$ cat src/rtl/router_pkt_fifo_if.sv
// router_pkt_fifo_if: write/read handshake and status bundle for one router output FIFO
interface router_pkt_fifo_if #(
    parameter int DATA_W = 8,
    parameter int DEPTH  = 16
);
    localparam int AW = $clog2(DEPTH);
    logic              we;
    logic              lfd_state;
    logic [DATA_W-1:0] data_in;
    logic              re;
    logic [DATA_W:0]   data_out;
    logic              full;
    logic              empty;
    logic              almost_full;
    logic              almost_empty;
    logic [AW:0]       level;
    logic              pkt_active;
    logic              pkt_done;
    logic              err_ovf;
    logic              err_udf;
    logic              err_frame;
    modport master (
        output we, lfd_state, data_in, re,
        input  data_out, full, empty, almost_full, almost_empty, level,
               pkt_active, pkt_done, err_ovf, err_udf, err_frame
    );
    modport slave (
        input  we, lfd_state, data_in, re,
        output data_out, full, empty, almost_full, almost_empty, level,
               pkt_active, pkt_done, err_ovf, err_udf, err_frame
    );
endinterface

$ cat src/rtl/router_pkt_fifo.sv
// router_pkt_fifo: packet-aware synchronous FIFO with level, threshold, framing and overflow reporting
module router_pkt_fifo #(
    parameter int DATA_W  = 8,
    parameter int DEPTH   = 16,
    parameter int LEN_LSB = 2,
    parameter int LEN_W   = 6,
    parameter int AF_THR  = DEPTH - 2,
    parameter int AE_THR  = 2
) (
    input logic               clk,
    input logic               rst,
    input logic               soft_rst,
    router_pkt_fifo_if.slave  bus
);
    localparam int AW = $clog2(DEPTH);
    localparam logic [AW:0] AF_V = AF_THR[AW:0];
    localparam logic [AW:0] AE_V = AE_THR[AW:0];
    localparam logic [LEN_W:0] REM_ONE = {{LEN_W{1'b0}}, 1'b1};
    logic [DATA_W:0]  mem [DEPTH];
    logic [AW:0]      wr_ptr, rd_ptr;
    logic [LEN_W:0]   rem, rem_nxt;
    logic [DATA_W:0]  rd_word;
    logic             wr, rd, hdr;
    assign bus.full         = (wr_ptr[AW] != rd_ptr[AW]) && (wr_ptr[AW-1:0] == rd_ptr[AW-1:0]);
    assign bus.empty        = wr_ptr == rd_ptr;
    assign bus.level        = wr_ptr - rd_ptr;
    assign bus.almost_full  = bus.level >= AF_V;
    assign bus.almost_empty = bus.level <= AE_V;
    assign bus.pkt_active   = |rem;
    assign wr      = bus.we && !bus.full;
    assign rd      = bus.re && !bus.empty;
    assign rd_word = mem[rd_ptr[AW-1:0]];
    assign hdr     = rd_word[DATA_W];
    // a header reloads payload length plus the trailing parity byte; stray bytes leave rem at 0
    assign rem_nxt = !rd ? rem :
                     hdr ? {1'b0, rd_word[LEN_LSB +: LEN_W]} + 1'b1 :
                     |rem ? rem - 1'b1 : rem;
    always_ff @(posedge clk)
        if (wr && !soft_rst) mem[wr_ptr[AW-1:0]] <= {bus.lfd_state, bus.data_in};
    always_ff @(posedge clk or negedge rst)
        if (!rst) begin
            wr_ptr        <= '0;
            rd_ptr        <= '0;
            rem           <= '0;
            bus.data_out  <= '0;
            bus.pkt_done  <= 1'b0;
            bus.err_ovf   <= 1'b0;
            bus.err_udf   <= 1'b0;
            bus.err_frame <= 1'b0;
        end else if (soft_rst) begin
            wr_ptr        <= '0;
            rd_ptr        <= '0;
            rem           <= '0;
            bus.data_out  <= '0;
            bus.pkt_done  <= 1'b0;
            bus.err_ovf   <= 1'b0;
            bus.err_udf   <= 1'b0;
            bus.err_frame <= 1'b0;
        end else begin
            wr_ptr        <= wr ? wr_ptr + 1'b1 : wr_ptr;
            rd_ptr        <= rd ? rd_ptr + 1'b1 : rd_ptr;
            bus.data_out  <= rd ? rd_word : bus.data_out;
            rem           <= rem_nxt;
            bus.pkt_done  <= rd && !hdr && (rem == REM_ONE);
            bus.err_ovf   <= bus.err_ovf | (bus.we && bus.full);
            bus.err_udf   <= bus.err_udf | (bus.re && bus.empty);
            bus.err_frame <= bus.err_frame | (rd && hdr && |rem);
        end
endmodule

$ cat src/flat_wrapper.sv
// flat-port wrapper written by rule: the top's interface ports become plain ports
module router_pkt_fifo_flat 
#(
    parameter int DATA_W  = 8,
    parameter int DEPTH   = 16,
    parameter int LEN_LSB = 2,
    parameter int LEN_W   = 6,
    parameter int AF_THR  = DEPTH - 2,
    parameter int AE_THR  = 2
)
  (clk, rst, soft_rst, bus_we, bus_lfd_state, bus_data_in, bus_re, bus_data_out, bus_full, bus_empty, bus_almost_full, bus_almost_empty, bus_level, bus_pkt_active, bus_pkt_done, bus_err_ovf, bus_err_udf, bus_err_frame);
  router_pkt_fifo_if #(.DATA_W(DATA_W), .DEPTH(DEPTH)) bus_i ();
  input logic clk;
  input logic rst;
  input logic soft_rst;
  input wire logic [$bits(bus_i.we)-1:0] bus_we;
  input wire logic [$bits(bus_i.lfd_state)-1:0] bus_lfd_state;
  input wire logic [$bits(bus_i.data_in)-1:0] bus_data_in;
  input wire logic [$bits(bus_i.re)-1:0] bus_re;
  output wire logic [$bits(bus_i.data_out)-1:0] bus_data_out;
  output wire logic [$bits(bus_i.full)-1:0] bus_full;
  output wire logic [$bits(bus_i.empty)-1:0] bus_empty;
  output wire logic [$bits(bus_i.almost_full)-1:0] bus_almost_full;
  output wire logic [$bits(bus_i.almost_empty)-1:0] bus_almost_empty;
  output wire logic [$bits(bus_i.level)-1:0] bus_level;
  output wire logic [$bits(bus_i.pkt_active)-1:0] bus_pkt_active;
  output wire logic [$bits(bus_i.pkt_done)-1:0] bus_pkt_done;
  output wire logic [$bits(bus_i.err_ovf)-1:0] bus_err_ovf;
  output wire logic [$bits(bus_i.err_udf)-1:0] bus_err_udf;
  output wire logic [$bits(bus_i.err_frame)-1:0] bus_err_frame;
  assign bus_i.we = bus_we;
  assign bus_i.lfd_state = bus_lfd_state;
  assign bus_i.data_in = bus_data_in;
  assign bus_i.re = bus_re;
  assign bus_data_out = bus_i.data_out;
  assign bus_full = bus_i.full;
  assign bus_empty = bus_i.empty;
  assign bus_almost_full = bus_i.almost_full;
  assign bus_almost_empty = bus_i.almost_empty;
  assign bus_level = bus_i.level;
  assign bus_pkt_active = bus_i.pkt_active;
  assign bus_pkt_done = bus_i.pkt_done;
  assign bus_err_ovf = bus_i.err_ovf;
  assign bus_err_udf = bus_i.err_udf;
  assign bus_err_frame = bus_i.err_frame;
  router_pkt_fifo #(.DATA_W(DATA_W), .DEPTH(DEPTH), .LEN_LSB(LEN_LSB), .LEN_W(LEN_W), .AF_THR(AF_THR), .AE_THR(AE_THR)) u_core (.clk(clk), .rst(rst), .soft_rst(soft_rst), .bus(bus_i));
endmodule
$ cat config.mk
export PLATFORM = sky130hd
export DESIGN_NAME = router_pkt_fifo_flat
export DESIGN_NICKNAME = d
export VERILOG_FILES = /design/src/rtl/router_pkt_fifo_if.sv /design/src/rtl/router_pkt_fifo.sv /design/src/flat_wrapper.sv
export SDC_FILE = /design/constraint.sdc
export NUM_CORES = 1
export LEC_CHECK = 0
export ABC_AREA = 1
export BUFFER_PORTS_ARGS = -buffer_cell sky130_fd_sc_hd__buf_2
export CORE_ASPECT_RATIO = 1.2
export CORE_MARGIN = 4
export CORE_UTILIZATION = 40
export DETAILED_ROUTE_END_ITERATION = 6
export SKIP_CTS_REPAIR_TIMING = 1
export SLEW_MARGIN = 20
export SYNTH_ARGS = -nofsm -noshare
export SYNTH_HDL_FRONTEND = slang
export SYNTH_SLANG_ARGS = --single-unit
$ cat constraint.sdc
create_clock -name clk -period 5.7 [get_ports clk]
set_clock_uncertainty 0.2 [all_clocks]
set_input_delay 0.285 -clock clk [delete_from_list [all_inputs] [get_ports clk]]
set_output_delay 0.285 -clock clk [all_outputs]
set_load 0.01 [all_outputs]
==> results of run 1 <==
flip-flops by register name (all words and copies together) (netlist names):
signal,count
u_core.mem,144
u_core.bus.data_out,9
u_core.rem,7
u_core.rd_ptr,5
u_core.wr_ptr,5
u_core.bus.err_frame,1
u_core.bus.err_ovf,1
u_core.bus.err_udf,1
u_core.bus.pkt_done,1
per-layer routing:
metal / up-vias / share of wire / wire (um) / track usage
li1: 2593 / - / - / -
met1: 2492 / 0.43 / 7970 / 0.229
met2: 189 / 0.48 / 8870 / 0.277
met3: 42 / 0.058 / 1080 / 0.0321
met4: 0 / 0.034 / 636 / 0.0807
met5: - / 0 / 0 / 0
synth_stat cells (all sizes together), types with 2 or more instances:
library cell,instances,area (um2)
a22o,3,26.3
xnor2,3,33.8
o22ai,8,50.1
o221ai,3,26.3
clkinv,2,7.51
dfrtp,30,751
a21oi,10,50.1
o21ai,60,308
nand4,2,12.5
nand3,60,305
nor3,6,30.0
inv,79,299
nand2,203,782
o211ai,3,27.5
ha,12,150
buf,27,215
xor2,4,35.0
clkbuf,3,12.5
edfxtp,144,4320
nor2,88,345
power groups by stage:
stage	clock, mW	combinational [mW]	sequential, mW
floorplan	0	0.423	1.47
finish	1.16	0.584	1.44
global route	1.23	0.657	1.45
CTS	1.17	0.588	1.44
global placement	0	0.586	1.47
detailed placement	0	0.586	1.47
path summary, 6_finish.rpt:
kind                                              from                      to  slack [ps]  depth (start not counted)
worst max-delay path                  u_core.rd_ptr[2]        u_core.mem[2][7]        1850                          7
worst min-delay path                          soft_rst      u_core.bus.err_udf           5                          2
worst max register to register        u_core.rd_ptr[2]        u_core.mem[2][7]        1850                          7
worst min register to register  u_core.bus.data_out[2]  u_core.bus.data_out[2]         290                          2
max in group asynchronous                          rst        u_core.rd_ptr[0]        4570                          2
min in group asynchronous                          rst           u_core.rem[4]         230                          2
per-stage QoR:
| stage | hold slack (ps) | area (um2) | instances |
|---|---|---|---|
| after floorplan | -211 | 7840 | 755 |
| after global placement | 160 | 8150 | 1022 |
| after detailed placement | 171 | 8160 | 1022 |
| after CTS | -287 | 8750 | 1054 |
| after global routing | 3.71 | 8790 | 1058 |
| final | 4.99 | 8790 | 1058 |
critical path, delay by kind of cell, from the launching register on:
| family | cells | cell delay [ps] |
|---|---|---|
| and+or+nand+nor | 4 | 1480 |
| adders and majority gates | 1 | 470 |
| DFF | 1 | 650 |
| AOI/OAI and AO/OA | 1 | 270 |
| buffers and inverters | 1 | 400 |
cells in the final DEF (no fill, tap or decap), types with 8 or more instances in the layout:
cell type / netlist / routed
nor2_1: 82 / 82
clkbuf_16: 0 / 17
o21ai_1: 22 / 22
inv_1: 71 / 71
o21ai_0: 36 / 36
o22ai_1: 8 / 8
edfxtp_1: 144 / 144
dfrtp_1: 30 / 29
a21oi_1: 10 / 10
ha_1: 12 / 12
nand2_1: 197 / 197
nand3_1: 59 / 59
buf_2: 10 / 36
area by class of cell:
class	instances	area share
Timing Repair Buffer	45	0.0293
Inverter	81	0.0349
Clock inverter	14	0.0182
Sequential cell	174	0.578
Clock buffer	18	0.0488
Multi-Input combinational cell	470	0.255
Tap cell	256	0.0365
cell families (layout without fill, tap and decap cells):
| logic type | count (synthesis) | in the layout | synth area share |
|---|---|---|---|
| fa+ha+maj | 13 | 13 | 0.0217 |
| flops | 174 | 174 | 0.647 |
| buf+inv | 111 | 158 | 0.0681 |
| xor+xnor | 7 | 7 | 0.00878 |
| simple gates | 360 | 360 | 0.189 |
| compound gates | 90 | 90 | 0.0653 |
==> impl_metrics.env, run 1 <==
export IMPL_drc=0
export IMPL_antenna_found_initial=0
export IMPL_grt_overflow_total=0
export IMPL_min_period_over_period=0.675
export IMPL_ant_nets=0
export IMPL_wl_per_cell_um=17.5
export IMPL_multi_input_area_mm2=0.00224
export IMPL_hold_path_class="primary input to flop"
export IMPL_cts_buffers=17
export IMPL_synthArstFlopShare=0.172
export IMPL_setup_viol=0
export IMPL_slew_headroom=0.452
export IMPL_ys_warn_count=0
export IMPL_vias=5316
export IMPL_fillerInstances=1813
export IMPL_gp_congestion=0.854
export IMPL_cts_tree="built"
export IMPL_fin_tns_setup_ps=0
export IMPL_fin_nets=816
export IMPL_wl_mm=18.6
export IMPL_synthCells=755
export IMPL_p_seq_frac=0.453
export IMPL_total_power_mw=3.18
export IMPL_core_region_area_mm2=0.0191
export IMPL_area_growth_pct=12.1
export IMPL_die_area_mm2=0.0219
export IMPL_switching_share=0.294
export IMPL_finalCriticalPeriod_ps=3850
export IMPL_io_buffers=36
export IMPL_num_io_pins=37
export IMPL_syn_area_mm2=0.00784
export IMPL_power_leakage_nw=3.59
export IMPL_grt_pass1_vias=5210
export IMPL_fin_ws_ps=1850
export IMPL_p_int_mw=2.25
export IMPL_worst_slew_pin_slew_ps=822
export IMPL_syn_area_per_cell_um2=10.4
export IMPL_grtUsageTotal=0.173
export IMPL_dp_slack_ps=1890
export IMPL_path_cells="clkinv_1, ha_1, nand4_1, o21ai_0, nor2_1, nand2_1, nor2_1"
export IMPL_critPathMaxFanout=15
export IMPL_dp_hpwl_mm=12.2
export IMPL_hold_violations=0
export IMPL_worst_path_max_delay_cell="dfrtp_1"
export IMPL_drt_iter0_drc=411
export IMPL_clkLatencyLatePin_ps=430
export IMPL_ctsHtreeMaxLevel=4
export IMPL_ys_seq_elements=174
export IMPL_ys_seq_area_frac=0.647
export IMPL_vias_per_cell=5.02
export IMPL_comb_power_share=0.183
export IMPL_start_kind="flop"
export IMPL_clk_pin_slew_ps=70
export IMPL_die_h_um=161
export IMPL_critical_path_class="flop to flop"
export IMPL_cp_required_ps=5560
export IMPL_seq_area_mm2=0.00508
export IMPL_rsz0062_at_grt="false"
export IMPL_cap_violations=0
export IMPL_die_x_um=136
export IMPL_post_route_util=0.461
export IMPL_synth_edff_count=144
export IMPL_synth_fp_nets=782
export IMPL_crit_path_max_incr_delay_ps=650
export IMPL_clock_sinks=174
export IMPL_max_freq_mhz=260
export IMPL_cpMostUsedCell="nor2_1"
export IMPL_final_layout_size_suffix_gt1_frac=0.122
export IMPL_clkPwrFrac=0.363
export IMPL_rows=55
export IMPL_p_switching_mw=0.936
export IMPL_outcome="complete, no violations"
export IMPL_synth_distinct_cells=39
export IMPL_cp_end_kind="flop"
export IMPL_ir_drop_mv=0.204
export IMPL_first_pass_iters=5
export IMPL_clk_path_buf_depth=2
export IMPL_clock_root_buffer="clkbuf_16"
export IMPL_cp_arrival_ps=3700
export IMPL_grt_max_degree=77
export IMPL_maxSlewViolCount=0
export IMPL_synthFlopType="edfxtp_1"
export IMPL_antennaDiodeCount=0
export IMPL_start_util=0.411
export IMPL_power_density_mw_per_mm2=362
export IMPL_grt_pass1_wl_mm=28.5
(Power assumes the default switching activity.)
==> run 2, diff against run 1 <==
==> constraint.sdc (replaced) <==
create_clock -name clk -period 3.25 [get_ports clk]
set_clock_uncertainty 0.2 [all_clocks]
set_input_delay 0.1625 -clock clk [delete_from_list [all_inputs] [get_ports clk]]
set_output_delay 0.1625 -clock clk [all_outputs]
set_load 0.01 [all_outputs]
==> run 2 against run 1 <==
Compared with the run above:
- design area grew 3.3%
- register-to-register slack lost 1400 ps
- utilization grew 1.5 points
==> impl_metrics.env, run 2 (same netlist as run 1, synthesis figures left out) <==
export IMPL_clkLatencyLatePin_ps=420
export IMPL_grt_pass1_vias=5259
export IMPL_r2r_end="u_core.mem[3][2]"
export IMPL_rsz0062_at_grt="false"
export IMPL_seq_area_mm2=0.00508
export IMPL_p_seq_frac=0.450
export IMPL_reg2reg_from="u_core.wr_ptr[2]"
export IMPL_fin_tns_setup_ps=0
export IMPL_die_x_um=136
export IMPL_r2r_cells=7
export IMPL_min_period_over_period=0.890
export IMPL_io_buffers=36
export IMPL_multi_input_area_mm2=0.00223
export IMPL_grtUsageTotal=0.171
export IMPL_drc=0
export IMPL_switching_share=0.273
export IMPL_outcome="complete, no violations"
export IMPL_final_layout_size_suffix_gt1_frac=0.141
export IMPL_clock_root_buffer="clkbuf_16"
export IMPL_wl_per_cell_um=16.7
export IMPL_num_io_pins=37
export IMPL_largest_register_ffs=144
export IMPL_comb_power_share=0.179
export IMPL_post_route_util=0.476
export IMPL_finalCriticalPeriod_ps=2890
export IMPL_drt_iter0_drc=468
export IMPL_ff2ff_setup_slack_ps=420
export IMPL_gp_congestion=0.848
export IMPL_cp_end_kind="output pin"
export IMPL_ctsHtreeMaxLevel=4
export IMPL_fin_nets=850
export IMPL_grt_max_degree=57
export IMPL_dp_hpwl_mm=11.5
export IMPL_p_int_mw=4.09
export IMPL_start_util=0.411
export IMPL_antenna_found_initial=0
export IMPL_setup_viol=0
export IMPL_slew_headroom=0.552
export IMPL_ant_nets=0
export IMPL_first_pass_iters=5
export IMPL_wl_mm=18.3
export IMPL_fillerInstances=1776
export IMPL_hold_path_class="primary input to flop"
export IMPL_start_kind="flop"
export IMPL_die_h_um=161
export IMPL_layout_common_cells="nand2_1 (197), edfxtp_1 (144), nor2_1 (82)"
export IMPL_critPathCapture="bus_almost_empty"
export IMPL_vias_per_cell=4.98
export IMPL_worst_slew_pin_slew_ps=672
export IMPL_core_region_area_mm2=0.0191
export IMPL_clk_pin_slew_ps=60
export IMPL_critical_path_class="flop to output pin"
export IMPL_cap_violations=0
export IMPL_final_common_cell="nand2_1"
export IMPL_die_area_mm2=0.0219
export IMPL_p_switching_mw=1.53
export IMPL_critPathMaxFanout=5
export IMPL_area_growth_pct=15.7
export IMPL_power_density_mw_per_mm2=619
export IMPL_cts_buffers=17
export IMPL_power_leakage_nw=3.76
export IMPL_antennaDiodeCount=0
export IMPL_grt_overflow_total=0
export IMPL_maxSlewViolCount=0
export IMPL_clock_sinks=174
export IMPL_grt_pass1_wl_mm=28.6
export IMPL_cp_arrival_ps=2530
export IMPL_clkPwrFrac=0.370
export IMPL_hold_violations=0
export IMPL_vias=5433
export IMPL_startpoint="u_core.wr_ptr[0]"
export IMPL_ir_drop_mv=0.480
export IMPL_rows=55
export IMPL_cts_tree="built"
export IMPL_clk_path_buf_depth=2
export IMPL_max_freq_mhz=346
export IMPL_cp_required_ps=2890
==> run 2: cell types whose count changed in the layout (fill, tap and decap cells not counted), moves of 3 or more <==
| cell | before | now |
|---|---|---|
| inv_8 | 3 | 0 |
| clkinv_1 | 4 | 8 |
| dlygate4sd3_1 | 4 | 14 |
| buf_4 | 5 | 29 |
==> run 2: metal layers <==
metal | global-route usage | routed length [um]
met4 | 0.0495 | 264
met5 | 0 | 0
met3 | 0.0368 | 837
met1 | 0.214 | 7770
met2 | 0.299 | 9380
==> run 2: cell type report <==
class,instances,area share
Multi-Input combinational cell,470,0.246
Clock inverter,15,0.0194
Tap cell,256,0.0353
Sequential cell,174,0.559
Timing Repair Buffer,79,0.0593
Clock buffer,17,0.0469
Inverter,81,0.0338
==> run 2: how the worst min path moves through the flow <==
stage,startpoint,end,slack (ps),cells past startpoint
6_report,soft_rst,u_core.bus.data_out[4],50,4
5_1_grt,soft_rst,u_core.bus.data_out[4],60,4
4_1_cts,rst,u_core.rem[3],-420,1
3_5_place_dp,rst,u_core.rem[3],40,1
3_3_place_gp,rst,u_core.bus.pkt_done,40,1
2_1_floorplan,rst,u_core.bus.data_out[0],-330,0
==> run 2: critical path, stage by stage (launching register included) <==
cell	delay [ps]
dfrtp_1	420
inv_1	160
ha_1	160
inv_1	60
fa_1	410
nand3_1	90
nand2_1	80
xnor2_1	190
inv_1	70
a2111oi_0	270
buf_2	200
==> run 2: power groups by stage <==
stage | combinational (mW) | clock (mW) | sequential (mW)
floorplan | 0.742 | 0 | 2.58
global placement | 0.998 | 0 | 2.58
detailed placement | 0.999 | 0 | 2.58
CTS | 1.01 | 2.11 | 2.53
global route | 1.15 | 2.21 | 2.54
finish | 1.01 | 2.08 | 2.53
==> run 2: per-stage QoR <==
step / std cells / setup WS, ps / hold WS (ps) / total power [mW] / instance area [um2]
after global routing: 1092 / 67.0 / 60.4 / 5.90 / 9070
final: 1092 / 357 / 49.3 / 5.62 / 9070
after detailed placement: 1046 / 441 / 39.0 / 3.58 / 8330
after global placement: 1046 / 475 / 42.7 / 3.57 / 8330
after floorplan: 755 / 151 / -333 / 3.32 / 7840
after CTS: 1078 / 309 / -418 / 5.65 / 8930
